$ cat config.mk
export PLATFORM = sky130hd
export DESIGN_NAME = apb_mem_slave_param_flat
export DESIGN_NICKNAME = d
export VERILOG_FILES = /design/src/rtl/apb_pkg.sv /design/src/rtl/apb_mem_slave_param_if.sv /design/src/rtl/apb_strb_mem.sv /design/src/rtl/apb_mem_slave_param.sv /design/src/flat_wrapper.sv
export SDC_FILE = /design/constraint.sdc
export NUM_CORES = 1
export LEC_CHECK = 0
export BUFFER_PORTS_ARGS = -buffer_cell sky130_fd_sc_hd__buf_2
export CAP_MARGIN = 0
export CORE_ASPECT_RATIO = 1.25
export CORE_MARGIN = 5
export CORE_UTILIZATION = 61
export DETAILED_ROUTE_END_ITERATION = 10
export HOLD_SLACK_MARGIN = 0.1
export PLACE_DENSITY = 0.79
export SKIP_LAST_GASP = 1
export SLEW_MARGIN = 20
export SYNTH_ARGS = -nofsm -noshare
export SYNTH_HDL_FRONTEND = slang
export SYNTH_SLANG_ARGS = --single-unit
$ cat constraint.sdc
create_clock -name PCLK -period 7.7 [get_ports PCLK]
set_input_delay 0.385 -clock PCLK [delete_from_list [all_inputs] [get_ports PCLK]]
set_output_delay 0.385 -clock PCLK [all_outputs]
set_load 0.02 [all_outputs]
$ cat src/rtl/apb_pkg.sv
// rtl/apb_pkg.sv - shared types, response codes and address helpers for the APB memory completer.
package apb_pkg;

   typedef enum logic [1:0] {IDLE, WAIT, DONE} apb_state_e;

   localparam logic APB_RESP_OKAY = 1'b0;
   localparam logic APB_RESP_ERR  = 1'b1;

   function automatic logic [63:0] word_index(input logic [63:0] paddr, input int unsigned lsb);
      return paddr >> lsb;
   endfunction

   function automatic logic is_misaligned(input logic [63:0] paddr, input int unsigned lsb);
      return (paddr & ((64'd1 << lsb) - 64'd1)) != 64'd0;
   endfunction

endpackage

$ cat src/rtl/apb_mem_slave_param_if.sv
// rtl/apb_mem_slave_param_if.sv - APB4 bus bundle with requester and completer views.
interface apb_mem_slave_param_if #(
   parameter int ADDR_WIDTH = 32,
   parameter int DATA_WIDTH = 32
);
   logic                    PSEL;
   logic                    PENABLE;
   logic                    PWRITE;
   logic [ADDR_WIDTH-1:0]   PADDR;
   logic [DATA_WIDTH-1:0]   PWDATA;
   logic [DATA_WIDTH/8-1:0] PSTRB;
   logic [2:0]              PPROT;
   logic [DATA_WIDTH-1:0]   PRDATA;
   logic                    PREADY;
   logic                    PSLVERR;

   modport master (
      output PSEL, PENABLE, PWRITE, PADDR, PWDATA, PSTRB, PPROT,
      input  PRDATA, PREADY, PSLVERR
   );

   modport slave (
      input  PSEL, PENABLE, PWRITE, PADDR, PWDATA, PSTRB, PPROT,
      output PRDATA, PREADY, PSLVERR
   );
endinterface

$ cat src/rtl/apb_strb_mem.sv
// rtl/apb_strb_mem.sv - DEPTH x DATA_WIDTH storage with per-byte write enables and one-cycle read.
module apb_strb_mem #(
   parameter int DATA_WIDTH = 32,
   parameter int DEPTH      = 16,
   parameter int AW         = 4
) (
   input  logic                    clk,
   input  logic [DATA_WIDTH/8-1:0] we,
   input  logic [AW-1:0]           waddr,
   input  logic [DATA_WIDTH-1:0]   wdata,
   input  logic [AW-1:0]           raddr,
   output logic [DATA_WIDTH-1:0]   rdata
);
   localparam int NB = DATA_WIDTH / 8;

   logic [DATA_WIDTH-1:0] mem_q [DEPTH];
   logic [DATA_WIDTH-1:0] rdata_q, rdata_d;

   // Non-power-of-two depths leave unused address codes; those read as zero.
   always_comb begin
      rdata_d = '0;
      if (int'(raddr) < DEPTH) rdata_d = mem_q[raddr];
   end

   always_ff @(posedge clk) begin
      rdata_q <= rdata_d;
      for (int i = 0; i < NB; i++) begin
         if (we[i] && (int'(waddr) < DEPTH)) mem_q[waddr][8*i +: 8] <= wdata[8*i +: 8];
      end
   end

   assign rdata = rdata_q;
endmodule

$ cat src/rtl/apb_mem_slave_param.sv
// rtl/apb_mem_slave_param.sv - APB4 memory completer with wait states, error response and abort.
// Privileged-region write protection is enabled by defining APB_PROT_CHECK_EN.
module apb_mem_slave_param
   import apb_pkg::*;
#(
   parameter int ADDR_WIDTH  = 32,
   parameter int DATA_WIDTH  = 32,
   parameter int DEPTH       = 16,
   parameter int WAIT_STATES = 0,
   parameter int PRIV_WORDS  = 4
) (
   input  logic                 PCLK,
   input  logic                 PRESET,
   apb_mem_slave_param_if.slave bus
);
   localparam int          NB     = DATA_WIDTH / 8;
   localparam int unsigned LSB    = $clog2(DATA_WIDTH / 8);
   localparam int          MEM_AW = (DEPTH > 1) ? $clog2(DEPTH) : 1;

   apb_state_e            state_q, state_d;
   logic [3:0]            cnt_q, cnt_d;
   logic [ADDR_WIDTH-1:0] addr_q, addr_d;
   logic                  write_q, write_d;
   logic [DATA_WIDTH-1:0] wdata_q, wdata_d;
   logic [NB-1:0]         strb_q, strb_d;
   logic [2:0]            prot_q, prot_d;
   logic                  pready_q, pready_d;
   logic                  pslverr_q, pslverr_d;
   logic [DATA_WIDTH-1:0] prdata_q, prdata_d;

   logic [63:0]           idx_lat, idx_bus;
   logic                  addr_err, prot_err, err;
   logic [NB-1:0]         mem_we;
   logic [MEM_AW-1:0]     mem_raddr;
   logic [DATA_WIDTH-1:0] mem_rdata;

   assign idx_lat  = word_index(64'(addr_q), LSB);
   assign idx_bus  = word_index(64'(bus.PADDR), LSB);
   assign addr_err = is_misaligned(64'(addr_q), LSB) || (idx_lat >= 64'(DEPTH));

`ifdef APB_PROT_CHECK_EN
   assign prot_err = write_q && !prot_q[0] && (idx_lat < 64'(PRIV_WORDS));
`else
   logic unused_prot;
   assign prot_err    = 1'b0;
   assign unused_prot = ^{prot_q, PRIV_WORDS};
`endif

   assign err = addr_err || prot_err;

   // The read port follows the bus address during setup so read data is ready even with no wait states.
   assign mem_raddr = (state_q == IDLE) ? idx_bus[MEM_AW-1:0] : idx_lat[MEM_AW-1:0];

   always_comb begin
      state_d   = state_q;
      cnt_d     = cnt_q;
      addr_d    = addr_q;
      write_d   = write_q;
      wdata_d   = wdata_q;
      strb_d    = strb_q;
      prot_d    = prot_q;
      pready_d  = 1'b0;
      pslverr_d = APB_RESP_OKAY;
      prdata_d  = prdata_q;
      mem_we    = '0;
      case (state_q)
         IDLE: begin
            if (bus.PSEL && !bus.PENABLE) begin
               addr_d  = bus.PADDR;
               write_d = bus.PWRITE;
               wdata_d = bus.PWDATA;
               strb_d  = bus.PSTRB;
               prot_d  = bus.PPROT;
               cnt_d   = 4'(WAIT_STATES);
               state_d = WAIT;
            end
         end
         WAIT: begin
            if (!bus.PSEL) begin
               state_d = IDLE;
            end else if (cnt_q != 4'd0) begin
               cnt_d = cnt_q - 4'd1;
            end else begin
               pready_d  = 1'b1;
               pslverr_d = err ? APB_RESP_ERR : APB_RESP_OKAY;
               if (write_q) begin
                  if (!err && !PRESET) mem_we = strb_q;
               end else begin
                  prdata_d = err ? '0 : mem_rdata;
               end
               state_d = DONE;
            end
         end
         DONE:    state_d = IDLE;
         default: state_d = IDLE;
      endcase
   end

   always_ff @(posedge PCLK) begin
      if (PRESET) begin
         state_q   <= IDLE;
         cnt_q     <= '0;
         pready_q  <= 1'b0;
         pslverr_q <= 1'b0;
         prdata_q  <= '0;
      end else begin
         state_q   <= state_d;
         cnt_q     <= cnt_d;
         pready_q  <= pready_d;
         pslverr_q <= pslverr_d;
         prdata_q  <= prdata_d;
      end
   end

   always_ff @(posedge PCLK) begin
      addr_q  <= addr_d;
      write_q <= write_d;
      wdata_q <= wdata_d;
      strb_q  <= strb_d;
      prot_q  <= prot_d;
   end

   apb_strb_mem #(
      .DATA_WIDTH (DATA_WIDTH),
      .DEPTH      (DEPTH),
      .AW         (MEM_AW)
   ) u_mem (
      .clk   (PCLK),
      .we    (mem_we),
      .waddr (idx_lat[MEM_AW-1:0]),
      .wdata (wdata_q),
      .raddr (mem_raddr),
      .rdata (mem_rdata)
   );

   assign bus.PREADY  = pready_q;
   assign bus.PSLVERR = pslverr_q;
   assign bus.PRDATA  = prdata_q;
endmodule
$ cat src/flat_wrapper.sv
// flat-port wrapper written by rule: the top's interface ports become plain ports
module apb_mem_slave_param_flat import apb_pkg::*;
#(
   parameter int ADDR_WIDTH  = 32,
   parameter int DATA_WIDTH  = 32,
   parameter int DEPTH       = 16,
   parameter int WAIT_STATES = 0,
   parameter int PRIV_WORDS  = 4
)
  (PCLK, PRESET, bus_PSEL, bus_PENABLE, bus_PWRITE, bus_PADDR, bus_PWDATA, bus_PSTRB, bus_PPROT, bus_PRDATA, bus_PREADY, bus_PSLVERR);
  apb_mem_slave_param_if #(.ADDR_WIDTH(ADDR_WIDTH), .DATA_WIDTH(DATA_WIDTH)) bus_i ();
  input  logic PCLK;
  input  logic PRESET;
  input wire logic [$bits(bus_i.PSEL)-1:0] bus_PSEL;
  input wire logic [$bits(bus_i.PENABLE)-1:0] bus_PENABLE;
  input wire logic [$bits(bus_i.PWRITE)-1:0] bus_PWRITE;
  input wire logic [$bits(bus_i.PADDR)-1:0] bus_PADDR;
  input wire logic [$bits(bus_i.PWDATA)-1:0] bus_PWDATA;
  input wire logic [$bits(bus_i.PSTRB)-1:0] bus_PSTRB;
  input wire logic [$bits(bus_i.PPROT)-1:0] bus_PPROT;
  output wire logic [$bits(bus_i.PRDATA)-1:0] bus_PRDATA;
  output wire logic [$bits(bus_i.PREADY)-1:0] bus_PREADY;
  output wire logic [$bits(bus_i.PSLVERR)-1:0] bus_PSLVERR;
  assign bus_i.PSEL = bus_PSEL;
  assign bus_i.PENABLE = bus_PENABLE;
  assign bus_i.PWRITE = bus_PWRITE;
  assign bus_i.PADDR = bus_PADDR;
  assign bus_i.PWDATA = bus_PWDATA;
  assign bus_i.PSTRB = bus_PSTRB;
  assign bus_i.PPROT = bus_PPROT;
  assign bus_PRDATA = bus_i.PRDATA;
  assign bus_PREADY = bus_i.PREADY;
  assign bus_PSLVERR = bus_i.PSLVERR;
  apb_mem_slave_param #(.ADDR_WIDTH(ADDR_WIDTH), .DATA_WIDTH(DATA_WIDTH), .DEPTH(DEPTH), .WAIT_STATES(WAIT_STATES), .PRIV_WORDS(PRIV_WORDS)) u_core (.PCLK(PCLK), .PRESET(PRESET), .bus(bus_i));
endmodule
---- Word level (Yosys, flattened, before mapping) ----
Memories as Yosys holds them, arrays and structs flattened. A register that Yosys moved wholly into a read port is not among the register bits.
Index checks and enable logic that the tools add are counted.
storage, ports and cells
  bits in registers ....................... 109
  RAM bits ................................ 512
  memories ................................ 1
memories
  name                depth  width  read ports  clocked after Yosys merged registers in  write ports  line                RTL
  u_core.u_mem.mem_q  16     32     1           1                                        1            apb_strb_mem.sv:16  logic [DATA_WIDTH-1:0] mem_q [DEPTH];
operators by class
  add/subtract/negate cells ............... 1
  magnitude comparators ................... 1
  equality and inequality tests ........... 5
  multiplexer cells ....................... 25
  bitwise operators ....................... 4
  reductions and logical operators ........ 16
operators by type and width
  cell                                                   count
  nonzero test 64 bit                                    1
  2-to-1 mux 4 bit                                       9
  2-to-1 mux 32 bit                                      1
  >= comparator 30 x 5 -> 1 bit, second input constant   1
  2-to-1 mux 1 bit                                       10
  case mux 4 bit (2 select lines)                        1
  AND reduction 4 bit                                    2
  2-to-1 mux 2 bit                                       3
  inequality test 2 bit, second input constant           2
  NOT 1 bit                                              4
  case mux 2 bit (2 select lines)                        1
  AND reduction 2 bit                                    2
  nonzero test 4 bit                                     1
  OR reduction 4 bit                                     1
  subtractor 4 x 1 -> 4 bit, second input constant       1
  logical NOT 1 bit                                      3
  inequality test 3 bit, second input constant           1
  OR reduction 3 bit                                     1
  == test 2 x 1 -> 1 bit, second input constant          1
  logical AND 1 bit                                      2
  logical NOT 2 bit                                      1
  inequality test 2 x 1 -> 1 bit, second input constant  1
  nonzero test 2 bit                                     1
  logical OR 1 bit                                       1

---- Logic depth before layout (Yosys ltp) ----
  depth after elaboration ................. 11
  gate-level depth with buffers ........... 8

---- Hierarchy ----
Synthesis repeated with hierarchy kept, for this count alone.
unflattened totals
  cell total of the unflattened synthesis .. 1,177
  area, all modules ....................... 24,305.8 um^2
modules (own cells, without submodules)
  module               times used  cells each  area each (um^2)
  apb_strb_mem         1           905         20,244.4
  apb_mem_slave_param  1           272         4,061.4

---- Worst setup path before layout ----
No wires, ideal clock.
  path type ............................... register to register
  start point ............................. reg u_core.state_q[1]
  end point ............................... reg u_core.addr_q[0] (enable)
  library setup time ...................... 586 ps
  data arrival time ....................... 5,466 ps
  required time ........................... 7,114 ps
  slack ................................... 1,648 ps
  cell stages (with the launch flop) ...... 4
  path buffers ............................ 1
  period minus slack after synthesis ...... 6,052 ps
  path through ............................ dfxtp_1 -> or2_1 -> buf_2 -> nor3_1
between the ends
  longest elaborated chain between the ends .. 2
RTL lines
  item                                  line                        RTL
  start: declaration                    apb_mem_slave_param.sv:20   apb_state_e state_q, state_d;
  start signal: assignment              apb_mem_slave_param.sv:107  state_q <= state_d;
  logical NOT 2 bit                     apb_mem_slave_param.sv:66   case (state_q)
  AND reduction 2 bit (no source line)  --
  end signal: assignment                apb_mem_slave_param.sv:116  addr_q <= addr_d;
  end: declaration                      apb_mem_slave_param.sv:22   logic [ADDR_WIDTH-1:0] addr_q, addr_d;
No other way between the ends.
A chain may end at the register's enable or synchronous reset.

---- Final worst setup path ----
  start point ............................. reg u_core.addr_q[1]
  end point ............................... mem u_core.u_mem.mem_q[4][1] (enable)
between the ends
  longest elaborated chain between the ends .. 11
RTL lines
  item                                    line                       RTL
  nonzero test 64 bit                     apb_pkg.sv:14              return (paddr & ((64'd1 << lsb) - 64'd1)) != 64'd0;
  logical OR 1 bit                        apb_mem_slave_param.sv:39  assign addr_err = is_misaligned(64'(addr_q), LSB) || (idx_lat >= 64'(DEPTH));
  logical NOT 1 bit                       apb_mem_slave_param.sv:87  if (!err && !PRESET) mem_we = strb_q;
  logical AND 1 bit                       apb_mem_slave_param.sv:87
  2-to-1 mux 4 bit                        apb_mem_slave_param.sv:87
  2-to-1 mux 4 bit                        apb_mem_slave_param.sv:86  if (write_q) begin
  2-to-1 mux 4 bit                        apb_mem_slave_param.sv:81  end else if (cnt_q != 4'd0) begin
  2-to-1 mux 4 bit                        apb_mem_slave_param.sv:79  if (!bus.PSEL) begin
  2-to-1 mux 4 bit                        apb_mem_slave_param.sv:66
  2-to-1 mux 1 bit                        apb_strb_mem.sv:28         if (we[i] && (int'(waddr) < DEPTH)) mem_q[waddr][8*i +: 8] <= wdata[8*i +: 8];
  2-to-1 mux 1 bit (implied by the code)  apb_strb_mem.sv:28
  end: declaration                        apb_strb_mem.sv:16
No other way between the ends.

==> metrics.md <==
| Metric | Value |
|---|---|
| Area Growth Syn to Fin | 14.0% |
| Port Buffers | around 110 |
| Setup CP Type | reg2reg |
| Max-slew violations | 0 |
| DRT Wirelength | around 56 mm |
| Crit-path max FO | 37 |
| Status | finished, final reports clean |
| Final Util | a little over two thirds |
| Least-Margin Pin Slew | between 1 and 1.5 ns |
| Antenna Cells | 0 |
| # resized after CTS | 0 |
| Worst-path cell chain | nor4_1 -> nand3_1 -> nor2_4 -> buf_4 -> nand4_2 -> nor2_1 |
| Layout Nets | 1,884 |
| Final Cell Area | between 20,000 and 30,000 um^2 |
| Die width | 191 um |
| Share of layout cells above drive strength 1 | 12.9% |
| Largest stage delay, worst path | ~0.97 ns |
| GRT Total Usage | 24.5% |
| # Post-CTS Setup Buffers | 0 |
| Num CTS Buffers | slightly below 60 |
| DR iter-0 viols | between 1,500 and 2,000 |
| H-tree Lvls | 2 |
| Final setup fails | 0 |
| Clock slew at reported path FFs | 0.07 ns |
| # DRC | 0 |
| Starting Density | slightly above 60% |
| DR vias | 15,148 |
| Clk Latency, worst-skew pair | about 0.60 ns |
| Critical Path RT | 7.91 ns |
| Rel. slew slack | between 20% and 30% |
| Row Count | 83 |
| Yosys cell types | 41 |
| Via density | approximately 6.3 |
| Yosys reg bits | ~650 |
| Leak | ~9.5 nW |
| Crit path launch type | register |
| Inst Count DP | between 2,000 and 2,500 |
| TritonRoute pass-1 iters | 8 |
| Worst min-delay path class | in2reg |
| CTS tree | yes |
| Most frequent cells in the layout | 581 x edfxtp_1, 168 x nand3_1, 130 x mux2i_1 |
| Critical path's top delay family | simple AND/OR/NAND/NOR gates |
| Vias in the first global route | 15,329 |
| Antenna viol nets, final | 0 |
| Top-area cell type share of the netlist area | about 69% |
| Max-cap viol count | 0 |
| Synthesized area | 25,100 um^2 |
| Final Hold Viols | 0 |
| Max VDD drop | 0.195 mV |
| Detailed placement HPWL | between 30 and 40 mm |
| Placed instance area | ~26,000 um^2 |
| Minimum clock period | 3.61 ns |
| Fin Hold WS | roughly 0.25 ns |
| Sequential share of the synthesized area | between 70% and 80% |
| CTS root buffer | clkbuf_16 |
| Bufs on Longest Clock Path | 3 |
| First-pass GRT wire length | around 86 mm |
| Period utilization | approximately 47% |
| PwrDens | between 200 and 300 nW/um^2 |
| Total congestion overflow | 0 |
| CP Buf/Inv Count | 1 |
| Clock skew | 0.0236 ns |
| Core area | around 41,000 um^2 |
| Pin count of the biggest net entering global routing | 129 |
| RSZ-0062 raised after global routing | false |
| Routability Congestion | about 0.85 |
| Gate Count Post-Synth | around 1,700 |
| Die area | about 45,000 um^2 |
| Critical path's slowest cell | nor2_1 |
| Syn Nets | roughly 1,800 |
| WL/cell | around 23 um |
| Synth area leaders | edfxtp_1 69%, dfxtp_1 5.7%, mux2i_1 5.2% |
| Setup TNS Final | 0 ns |
| # IOs | 110 |
| Antenna violations before repair | 0 |
| Syn. warnings | 0 |
| Clock Sinks | about 650 |
| Post-Layout Cell Count | ~2,400 |
| Top cell type by total area after synthesis | edfxtp_1 |
| Die height | 237 um |
| Element type at the critical path end | register |
| Hold buffer count at CTS | a little under 70 |
| Commonest non-fill, non-tap cell in the layout | edfxtp_1 |
| Achievable clock frequency | between 200 and 300 MHz |
| Avg Cell Area, Syn | roughly 15 um^2 |
| CP arrival | 3.82 ns |
worst reg2reg max path: cells and delay by family (launching register included):
kind          cells  cell delay (ns)
flops             1             0.42
buf+inv           1             0.47
simple gates      5             2.34
routing by layer:
metal	vias up	track usage, %	part of all wire, %
met5	-	0	0
met4	0	8.95	3.6
met2	745	42.9	52
li1	6790	-	-
met1	7461	31.3	36
met3	152	3.60	8.3
path summary, 6_finish.rpt:
kind,cells past startpoint,to,slack (ns),from
worst max-delay path,6,u_core.u_mem.mem_q[4][1],4.09,u_core.addr_q[1]
worst min-delay path,2,u_core.wdata_q[15],0.25,bus_PENABLE
worst max register to register,6,u_core.u_mem.mem_q[4][1],4.09,u_core.addr_q[1]
worst min register to register,2,u_core.bus.PRDATA[8],0.45,u_core.bus.PRDATA[8]
power by group:
part | switching, mW | internal, mW
registers | 0.0497 | 3.90
clock network | 1.24 | 1.70
logic | 0.270 | 0.163
total | 1.56 | 5.76
through the flow:
stage	setup slack, ns	power, mW
2_1_floorplan	1.65	4.29
3_3_place_gp	4.42	4.40
3_5_place_dp	4.29	4.42
4_1_cts	4.28	7.34
5_1_grt	4.05	7.53
6_report	4.09	7.31
final cells by class:
type                    count  area, um^2
multi-input cells         898        5700
well taps                 552         691
flip-flops and latches    653       18900
inverters                   3        11.3
clock buffers              82        1730
clock inverters            28         253
fillers                  2619       12300
repair buffers            191        1350
synthesized netlist by cell type:
library cell,number
or3b_1,1
and3_4,1
nor2_4,1
or2_1,1
o211ai_1,1
o21ai_1,28
or4_1,1
nor2b_1,11
nor4_1,7
a2111oi_4,1
inv_1,3
nor2_2,2
o31ai_1,1
xor2_1,2
clkbuf_1,47
and3_1,1
nor3b_1,1
nand3_1,168
nand2b_1,4
nand2_1,50
buf_2,58
nor3b_2,2
a21oi_1,96
buf_4,17
dfxtp_1,72
o21ai_2,2
a31oi_4,1
o21ai_0,102
edfxtp_1,581
nand4_1,34
mux2i_1,131
nand4_2,4
or4b_1,2
o221ai_1,64
buf_1,6
a21oi_2,1
o2bb2ai_1,32
nor2_1,73
nor3_1,69
ha_1,2
o21a_1,1
flip-flops by register name, indices dropped and copies added, names as in the netlist:
signal	count
u_core.wdata_q	32
u_core.bus.PREADY	1
u_core.bus.PSLVERR	1
u_core.u_mem.mem_q	512
u_core.u_mem.rdata	32
u_core.cnt_q	4
u_core.write_q	1
u_core.addr_q	32
u_core.state_q	2
u_core.bus.PRDATA	32
u_core.strb_q	4
cells by family (layout without fill, tap and decap cells):
logic type	after synthesis	after routing	share of synthesized area, %
compound gates	330	330	8.24
buf+inv	131	304	2.50
flops	653	653	75.2
fa+ha+maj	2	2	0.0997
simple gates	433	433	8.62
xor+xnor	2	2	0.0698
mux	131	131	5.22
Power figures use the tool's default switching activity.
